==> src/rtl/alu_ctrl_queue.sv <==
// Purpose : decode ALUOp + opcode[31:21] into the 4-bit ALU operation code and queue it for execute.
// Latency : 1 cycle from an accepted push to the head output when the queue was empty; 1 entry/cycle sustained.
// Backpressure: in_ready depends on registered occupancy only; a pop while full frees a slot for the next cycle.
//
// Ports:
//   clk, reset                      rising-edge clock, synchronous active-high reset
//   in_valid/in_ready               decode-side handshake; in_opcode[10:0], in_aluop[1:0] are decoded on push
//   flush                           drops every buffered entry; in_valid/out_ready ignored in that cycle
//   out_valid/out_ready             execute-side handshake; out_alu_ctrl/out_illegal carry the head entry
//   illegal_count[CNT_W-1:0]        saturating count of accepted illegal encodings (reset-only clear)
module alu_ctrl_queue #(
  parameter int DEPTH = 2,
  parameter int CNT_W = 8
) (
  input  logic             clk,
  input  logic             reset,
  input  logic             in_valid,
  output logic             in_ready,
  input  logic [10:0]      in_opcode,
  input  logic [1:0]       in_aluop,
  input  logic             flush,
  output logic             out_valid,
  input  logic             out_ready,
  output logic [3:0]       out_alu_ctrl,
  output logic             out_illegal,
  output logic [CNT_W-1:0] illegal_count
);

  localparam int PW = (DEPTH > 1) ? $clog2(DEPTH) : 1;
  localparam int CW = $clog2(DEPTH + 1);

  typedef struct packed {
    logic       illegal;
    logic [3:0] code;
  } entry_t;

  entry_t          mem [DEPTH];
  entry_t          dec;
  entry_t          head;
  logic [PW-1:0]   wr_ptr;
  logic [PW-1:0]   rd_ptr;
  logic [CW-1:0]   count;
  logic            push;
  logic            pop;

  // Decode of the offered entry; only the stored result is ever issued.
  always_comb begin
    dec.code    = 4'b0000;
    dec.illegal = 1'b0;
    case (in_aluop)
      2'b00: dec.code = 4'b0010;
      2'b01: dec.code = 4'b0111;
      2'b10: begin
        case (in_opcode)
          11'b10001011000: dec.code = 4'b0010;
          11'b11001011000: dec.code = 4'b0110;
          11'b10001010000: dec.code = 4'b0000;
          11'b10101010000: dec.code = 4'b0001;
          11'b11101010000: dec.code = 4'b1100;
          default:         dec.illegal = 1'b1;
        endcase
      end
      default: dec.illegal = 1'b1;
    endcase
  end

  assign in_ready  = (count != CW'(DEPTH));
  assign out_valid = (count != '0);
  assign push      = in_valid && in_ready && !flush;
  assign pop       = out_valid && out_ready && !flush;

  assign head         = mem[rd_ptr];
  assign out_alu_ctrl = out_valid ? head.code : 4'b0000;
  assign out_illegal  = out_valid ? head.illegal : 1'b0;

  // Storage needs no reset: occupancy gates every read of it.
  always_ff @(posedge clk) begin
    if (push) begin
      mem[wr_ptr] <= dec;
    end
  end

  // Pointers wrap naturally because DEPTH is a power of two.
  always_ff @(posedge clk) begin
    if (reset || flush) begin
      wr_ptr <= '0;
      rd_ptr <= '0;
      count  <= '0;
    end else begin
      if (push) wr_ptr <= wr_ptr + 1'b1;
      if (pop)  rd_ptr <= rd_ptr + 1'b1;
      case ({push, pop})
        2'b10:   count <= count + 1'b1;
        2'b01:   count <= count - 1'b1;
        default: count <= count;
      endcase
    end
  end

  // push already excludes the flush cycle, so a flushed illegal offer is not counted.
  always_ff @(posedge clk) begin
    if (reset) begin
      illegal_count <= '0;
    end else if (push && dec.illegal && (illegal_count != '1)) begin
      illegal_count <= illegal_count + 1'b1;
    end
  end

endmodule

==> config.mk <==
export PLATFORM = sky130hd
export DESIGN_NAME = alu_ctrl_queue
export DESIGN_NICKNAME = d
export VERILOG_FILES = /design/src/rtl/alu_ctrl_queue.sv
export SDC_FILE = /design/constraint.sdc
export NUM_CORES = 1
export LEC_CHECK = 0
export ABC_AREA = 1
export CAP_MARGIN = 30
export CORE_MARGIN = 8
export CORE_UTILIZATION = 52
export DETAILED_ROUTE_END_ITERATION = 7
export PLACE_DENSITY_LB_ADDON = 0.12
export SYNTH_ARGS = -nofsm -noshare
export SYNTH_HDL_FRONTEND = slang
export SYNTH_SLANG_ARGS = --single-unit
==> constraint.sdc <==
create_clock -name clk -period 3.6 [get_ports clk]
set_input_delay 0.36 -clock clk [delete_from_list [all_inputs] [get_ports clk]]
set_output_delay 0.36 -clock clk [all_outputs]
set_load 0.05 [all_outputs]
=== Yosys cells after proc, flatten, opt, wreduce, memory -nomap -nowiden ===
Memory sizes are Yosys's and may differ from the RTL's. A register that Yosys moved wholly into a read port is not among the register bits.
Cells that the tools add are included.

* Add/subtract/negate cells: 5
* Eq/ne operators: 11
* Multiplexer cells: 11
* Reductions and logical operators: 13

{| class="wikitable"
|+ Operators with widths
! operator !! count
|-
| equality test 11 bit, second input constant || 5
|-
| case mux 4 bit (4 select lines) || 1
|-
| case mux 4 bit (3 select lines) || 1
|-
| adder 8 x 1 -> 8 bit, second input constant || 1
|-
| != test 8 bit, second input constant || 1
|-
| logical AND 1 bit || 6
|-
| two-way mux 1 bit || 6
|-
| OR reduction 5 bit || 1
|-
| equality test 2 x 1 -> 1 bit, second input constant || 2
|-
| equality test 2 bit, second input constant || 2
|-
| two-way mux 4 bit || 1
|-
| case mux 2 bit (2 select lines) || 1
|-
| nonzero test 2 bit || 2
|-
| adder 1 bit, second input constant || 2
|-
| adder 2 x 1 -> 2 bit, second input constant || 1
|-
| zero test 2 bit || 1
|-
| != test 2 bit, second input constant || 1
|-
| case mux 1 bit (2 select lines) || 1
|-
| OR reduction 2 bit || 1
|-
| subtractor 2 x 1 -> 2 bit, second input constant || 1
|-
| zero test 1 bit || 1
|-
| logical OR 1 bit || 1
|}

* Bits in registers: 12
* Bits in writable memories: 10
* Bits of input ports: 18
* Output and inout bits: 15
* Word-level logic and storage cells: 45
* Memories: 1

{| class="wikitable"
|+ Memory list
! name !! words !! width !! rd ports !! clocked after Yosys merged registers in !! write ports !! RTL line !! source
|-
| mem || 2 || 5 || 1 || 1 || 1 || 37 || <nowiki>entry_t mem [DEPTH];</nowiki>
|}

=== Logic depth before layout (Yosys ltp) ===
Gate-level depths: netlist of run 1.

* Word-level depth: 6
* Mapped depth: 11
* Gate-level depth less buffers: 11

=== Worst setup path after synthesis of run 1 ===
OpenSTA, ideal clock, no wires.

* Kind: register to register
* Start: reg count[0]
* End: reg count[0]
* Setup time: 70 ps
* Arrival time: 1,758 ps
* Required time: 3,530 ps
* Setup slack: 1,772 ps
* Cell stages (with the launch flop): 8
* Buffers on the path: 0
* Period minus slack after synthesis: 1,828 ps
* Cell sequence: dfxtp_1 nor2_1 inv_1 nand2_1 nor2_1 ha_1 or2_2 a21oi_1

* Cells in the longest elaborated chain, start to end: 5
* Elaborated cells between the ends (all ways): 12
* Classes of those cells: 2 x add/sub; 3 x eq/ne; 1 x mux; 6 x reduce/logical

{| class="wikitable"
|+ Ends and longest elaborated chain
! what !! RTL line !! source
|-
| start: declaration || 42 || <nowiki>logic [CW-1:0] count;</nowiki>
|-
| start signal: assignment || 93 || <nowiki>2'b10: count <= count + 1'b1;</nowiki>
|-
| start signal: assignment || 94 || <nowiki>2'b01: count <= count - 1'b1;</nowiki>
|-
| start signal: assignment || 95 || <nowiki>default: count <= count;</nowiki>
|-
| nonzero test 2 bit (*) || 68 || <nowiki>assign out_valid = (count != '0);</nowiki>
|-
| via out_valid || 22 || <nowiki>output logic out_valid,</nowiki>
|-
| logical AND 1 bit (*) (2 in a row) || 70 || <nowiki>assign pop = out_valid && out_ready && !flush;</nowiki>
|-
| via pop || 44 || <nowiki>logic pop;</nowiki>
|-
| equality test 2 x 1 -> 1 bit or equality test 2 bit (tied branches) || 92 || <nowiki>case ({push, pop})</nowiki>
|-
| case mux 2 bit (2 select lines) or nonzero test 2 bit (tied branches) || - ||
|}

The timed path passes the listed nets; every way through them passes the cells marked *.
A chain may end at the register's enable or synchronous reset.

=== Final worst setup path of run 1 ===
* Start: reg count[0]
* End: out out_alu_ctrl[0]

* Cells in the longest elaborated chain, start to end: 2

{| class="wikitable"
|+ Ends and longest elaborated chain
! what !! RTL line !! source
|-
| nonzero test 2 bit || 68 ||
|-
| two-way mux 4 bit || 73 || <nowiki>assign out_alu_ctrl = out_valid ? head.code : 4'b0000;</nowiki>
|-
| end: declaration || 24 || <nowiki>output logic [3:0] out_alu_ctrl,</nowiki>
|}

No other way between the ends.

==> run metrics, run 1 <==
prevailing post-synth register cell=dfxtp_1; most common cell after layout, fill and taps aside=nand2_1; number of different library cells in the post-synthesis netlist=27; peak fanout along the critical path=6; fraction of synthesized area in multiplexers=0%; remaining routing DRC violations=0; hold violation count in the final report=0; post-CTS setup buffer count=0; count of flip-flops with a built-in enable after synthesis=10; # diodes=0; relative contribution of combinational cells to total power=roughly 15%; cell count after placement=~220; DRT Pass-1 Iters=4; crit path setup slack, layout=approximately 1.4 ns; first-pass GRT wire length=4420 um; final net count=roughly 210; Post-CTS Hold Fix Bufs=0; Routed Wire Length=about 2600 um; I/O Buffers=32; final-report setup violation count=0; maximum clock frequency=between 400 and 500 MHz; element type at the critical path start=flip-flop; largest net degree at the start of global routing=13; clock-pin slew on the worst setup and hold paths=approximately 0.13 ns; die extent in x=between 60 and 70 um; number of core rows=18; final period utilization=61.2%; highest cell delay on the worst timing path=roughly 0.82 ns; worst slew margin relative to its limit=between 60% and 70%; post-CTS resize count=0; final clock skew=roughly 0.016 ns; reported leakage power=0.647 nW; Die Footprint=about 0.0043 mm2; cell with the biggest individual delay on the critical path=clkdlybuf4s50_1; count of warnings emitted by yosys=0; Max-Cap Viols=0; share of power burned in the clock network=between 20% and 30%; Post-DP HPWL=about 2100 um; fraction of the mapped netlist area in adder cells=a little under 2%; min Tclk post-route=approximately 2.2 ns; critical path class=reg -> out; main combinational cell family by area after synthesis=simple AND/OR/NAND/NOR gates; share of layout cells above drive strength 1=between 10% and 20%; clock latency of the later-clocked register in the worst-skew pair=between 0.3 and 0.4 ns; WP buf/inv=1; area fraction in and, or, nand and nor cells after synthesis=between 30% and 40%; TritonCTS buffer count=3; worst min path class=reg -> reg; initial standard-cell utilization of the core=a little over half; cell chosen for the clock root=clkbuf_4; H-tree depth=1; average instance area after synthesis=approximately 8.3 um2; unrepaired setup endpoints after global routing=no; floorplan core area=~0.0024 mm2; Top-Level Pins=33; vertical die dimension=between 60 and 70 um; final number of max-transition violations=0; Critical Path Sink Type=output pin; TritonCTS clock tree=yes; power share of the sequential group=60.3%; power density cells=around 280 mW/mm2; number of nets with antenna violations after routing=0; pre-CTS setup slack=roughly 1.7 ns; net switching share of the total power=between 20% and 30%; fraction of synthesized cell area in xor and xnor cells=under 10%; area added between synthesis and finish=29.5%; clock sink total=23; transition time of the tightest slew-check pin=0.498 ns; total number of vias=between 1000 and 1500; share of async-settable or async-resettable flops after synthesis=0%; Post-Synthesis Net Count=between 150 and 200; CP cell instances=nor2_1 > a21oi_1 > clkdlybuf4s50_1; Global Route Usage Sum=between 10% and 20%; number of cells in the finished layout apart from fillers=221; via count of the first global-routing pass=1100; required time worst endpoint=3.24 ns; number of buffers on the longest clock path=2; crit-path leading delay family=buffers and inverters; top library cells by usage in the layout, fill and taps aside=nand2_1, clkdlybuf4s50_1, nor2_1; final-layout setup total negative slack=0 ns; flops & latches, synth=23; sequential element share of the synthesized area=between 40% and 50%; NetSw=approximately 0.11 mW; total internal power=0.350 mW; synthesized instance count=approximately 160; endpoint arrival time on the critical path=about 1.8 ns; area fraction in compound gates after synthesis=around 8.3%; number of violations reported at the end of detailed-routing iteration 0=50; via density per instance=approximately 5; initial antenna violation count=0; detailed-route wire length per cell=approximately 12 um; cell area after synthesis=between 0.001 and 0.0015 mm2; leftover overflow at the end of global routing=0; VDD IR-drop max=~0.21 mV; status=finished, final reports clean; final weighted congestion in routability-driven placement=0.766
==> through the flow <==
stage               cell area (um2)  util, %  total power, mW  hold slack (ns)
finish                         1670     69.2            0.463            0.491
global route                   1670     69.2            0.490            0.542
CTS                            1670     69.2            0.470            0.493
detailed placement             1640     68.1            0.354            0.472
global placement               1640     68.1            0.352            0.457
floorplan                      1290        -            0.322            0.447
==> Yosys cell counts, types with 3 or more instances <==
library cell / instances / area, um2
nand2_1: 34 / 128
nor2_1: 23 / 86.3
inv_1: 19 / 71.3
dfxtp_1: 13 / 260
edfxtp_1: 10 / 300
a21oi_1: 8 / 40.0
nand4_1: 8 / 50.1
a21oi_2: 6 / 52.6
nor3_1: 4 / 20.0
xor2_1: 4 / 35.0
nand2_2: 3 / 18.8
==> kinds of logic after synthesis <==
| group | after synthesis |
|---|---|
| XOR/XNOR | 4 |
| flip-flops | 23 |
| AND/OR/NAND/NOR | 89 |
| AO/OA/AOI/OAI | 16 |
| buffers and inverters | 22 |
| adder cells (fa/ha/maj) | 2 |
==> final timing paths <==
path	from	to	slack, ns	depth (start not counted)
setup reg to reg	count[0]	count[0]	1.83	7
setup / recovery	count[0]	out_alu_ctrl[0]	1.40	3
hold reg to reg	rd_ptr	rd_ptr	0.49	2
hold / removal	rd_ptr	rd_ptr	0.49	2
==> routing by layer <==
| metal | track usage [%] | vias to the layer above | wire [um] |
|---|---|---|---|
| li1 | - | 583 | - |
| met1 | 12.6 | 500 | 1070 |
| met2 | 23.8 | 20 | 1380 |
| met3 | 3.40 | 4 | 135 |
| met4 | 4.90 | 0 | 29 |
| met5 | 0 | - | 0 |
==> cell type report <==
class | count | area, um2
Fill cell | 202 | 742
Tap cell | 30 | 37.5
Inverter | 21 | 78.8
Clock buffer | 4 | 26.3
Sequential cell | 23 | 561
Multi-Input combinational cell | 111 | 644
Timing Repair Buffer | 32 | 320
==> power by group through the flow <==
stage	registers (mW)	logic, mW	clock network, mW
final	0.279	0.0686	0.115
after global routing	0.280	0.0741	0.136
after CTS	0.279	0.0692	0.121
after detailed placement	0.285	0.0690	0
after global placement	0.285	0.0670	0
after floorplan	0.287	0.0350	0
==> tightest hold or removal path: stages (launching register included) <==
cell	delay (ns)
dfxtp_1	0.32
inv_1	0.07
a21oi_1	0.06
==> registers in the layout (all words and copies together), names as in the netlist, named ones only <==
register,cells
rd_ptr,1
count,2
wr_ptr,1
illegal_count,8
mem,10
Note: power is estimated with default switching activity, not from simulation.
==> run 2: changes to the inputs <==
--- a/config.mk
+++ b/config.mk
@@ -8,7 +8,7 @@
 export ABC_AREA = 1
 export CAP_MARGIN = 30
 export CORE_MARGIN = 8
-export CORE_UTILIZATION = 52
+export CORE_UTILIZATION = 48
 export DETAILED_ROUTE_END_ITERATION = 7
 export PLACE_DENSITY_LB_ADDON = 0.12
 export SYNTH_ARGS = -nofsm -noshare
==> constraint.sdc (replaced) <==
create_clock -name clk -period 2.05 [get_ports clk]
set_input_delay 0.205 -clock clk [delete_from_list [all_inputs] [get_ports clk]]
set_output_delay 0.205 -clock clk [all_outputs]
set_load 0.05 [all_outputs]
==> run metrics, run 2 (synthesized netlist as in run 1, its figures left out) <==
Worst Reg2Reg Path Length in Cells=7; share of layout cells above drive strength 1=about 17%; CP cell instances=nor2_1 > inv_2 > clkdlybuf4s50_1; maximum clock frequency=about 530 MHz; Largest regs=mem (10), illegal_count (8), count (2); final weighted congestion in routability-driven placement=roughly 0.8; element type at the critical path start=flip-flop; crit-path leading delay family=buffers and inverters; initial antenna violation count=0; last element of the critical path=in_ready; cell with the biggest individual delay on the critical path=clkdlybuf4s50_1; detailed-route wire length per cell=~13 um; final net count=about 210; number of cells on the critical path=3; WP buf/inv=2; TritonCTS clock tree=yes; transition time of the tightest slew-check pin=0.507 ns; DRT Pass-1 Iters=4; final number of max-transition violations=0; via density per instance=about 5.1; initial standard-cell utilization of the core=between 50% and 60%; number of nets with antenna violations after routing=0; clock latency of the later-clocked register in the worst-skew pair=0.31 ns; number of violations reported at the end of detailed-routing iteration 0=31; area added between synthesis and finish=29.3%; clock-pin slew on the worst setup and hold paths=approximately 0.13 ns; required time worst endpoint=1.85 ns; Routed Wire Length=roughly 2900 um; VDD IR-drop max=around 0.35 mV; cell chosen for the clock root=clkbuf_4; Global Route Usage Sum=13.3%; unrepaired setup endpoints after global routing=no; most common cell after layout, fill and taps aside=nand2_1; slack of the worst reg-to-reg path=between 0.2 and 0.3 ns; number of buffers on the longest clock path=2; critical path class=reg -> out; CP startpoint=count[0]; leftover overflow at the end of global routing=0; number of flip-flops under the largest register name=10; pre-CTS setup slack=0.313 ns; Post-CTS Hold Fix Bufs=0; first-pass GRT wire length=roughly 4800 um; number of core rows=18; crit path setup slack, layout=about 0.18 ns; via count of the first global-routing pass=1144; remaining routing DRC violations=0; status=finished, final reports clean; H-tree depth=1; floorplan core area=around 0.0025 mm2; power density cells=~490 mW/mm2; Post-DP HPWL=around 2300 um; final-layout setup total negative slack=0 ns; I/O Buffers=32; TritonCTS buffer count=3; reported leakage power=0.674 nW; Largest Register=mem; highest cell delay on the worst timing path=0.79 ns; largest net degree at the start of global routing=14; final clock skew=0.00535 ns; top library cells by usage in the layout, fill and taps aside=nand2_1, clkdlybuf4s50_1, nor2_1; vertical die dimension=67.8 um; Max-Cap Viols=0; # diodes=0; worst flop-to-flop path startpoint=count[0]; endpoint arrival time on the critical path=between 1.5 and 2 ns; Die Footprint=0.00460 mm2; worst slew margin relative to its limit=between 60% and 70%; total number of vias=between 1000 and 1500; worst min path class=reg -> reg; peak fanout along the critical path=6; Critical Path Sink Type=output pin; clock sink total=23; min Tclk post-route=1.87 ns; die extent in x=approximately 68 um; final period utilization=91.4%; hold violation count in the final report=0; final-report setup violation count=0; Top-Level Pins=33; endpoint of the worst register-to-register path=count[0]
run 2: metal layers:
metal	up-vias	share of wire, %	GRT usage [%]
li1	586	-	-
met1	513	41	14.4
met2	29	50	24.0
met3	6	6.8	3.48
met4	0	1.9	5.63
met5	-	0	0
run 2: worst register-to-register path, stage by stage (launching register included):
cell and delay [ns]:
dfxtp_1 0.37, nor2_1 0.36, inv_1 0.10, nand2_1 0.13
nor2_1 0.06, ha_1 0.29, or2_2 0.30, a21oi_1 0.12
run 2: layout make-up:
type	count	area, um2
Clock inverter	1	5.00
Tap cell	30	37.5
Fill cell	214	835
Inverter	21	78.8
Timing Repair Buffer	33	317
Clock buffer	3	22.5
Multi-Input combinational cell	111	644
Sequential cell	23	561
run 2: power breakdown:
group	internal, mW	switching, mW
clock	0.0729	0.137
combinational	0.0528	0.0691
sequential	0.486	0.00485
total	0.611	0.211
run 2: how the worst min path moves through the flow:
stage / start / endpoint / slack [ns] / depth (start not counted)
5_1_grt: rd_ptr / rd_ptr / 0.52 / 2
3_3_place_gp: rd_ptr / rd_ptr / 0.46 / 2
3_5_place_dp: rd_ptr / rd_ptr / 0.48 / 2
4_1_cts: rd_ptr / rd_ptr / 0.50 / 2
6_report: rd_ptr / rd_ptr / 0.49 / 2
2_1_floorplan: flush / count[0] / 0.40 / 3
run 2: repair_timing:
item                                   4_1_cts  5_1_grt
resized for setup                            3        0
buffers inserted                             0        0
endpoints found under the hold margin        0        0
setup endpoints to repair                    3        0
run 2: metrics by stage:
step / std cells / hold WS, ns / instance area, um2 / total power, mW / util (%)
2_1_floorplan: 156 / 0.396 / 1290 / 0.566 / -
3_3_place_gp: 218 / 0.457 / 1640 / 0.620 / 65.7
3_5_place_dp: 218 / 0.478 / 1640 / 0.625 / 65.7
4_1_cts: 222 / 0.495 / 1670 / 0.827 / 66.6
5_1_grt: 222 / 0.521 / 1670 / 0.856 / 66.6
6_report: 222 / 0.491 / 1670 / 0.822 / 66.6
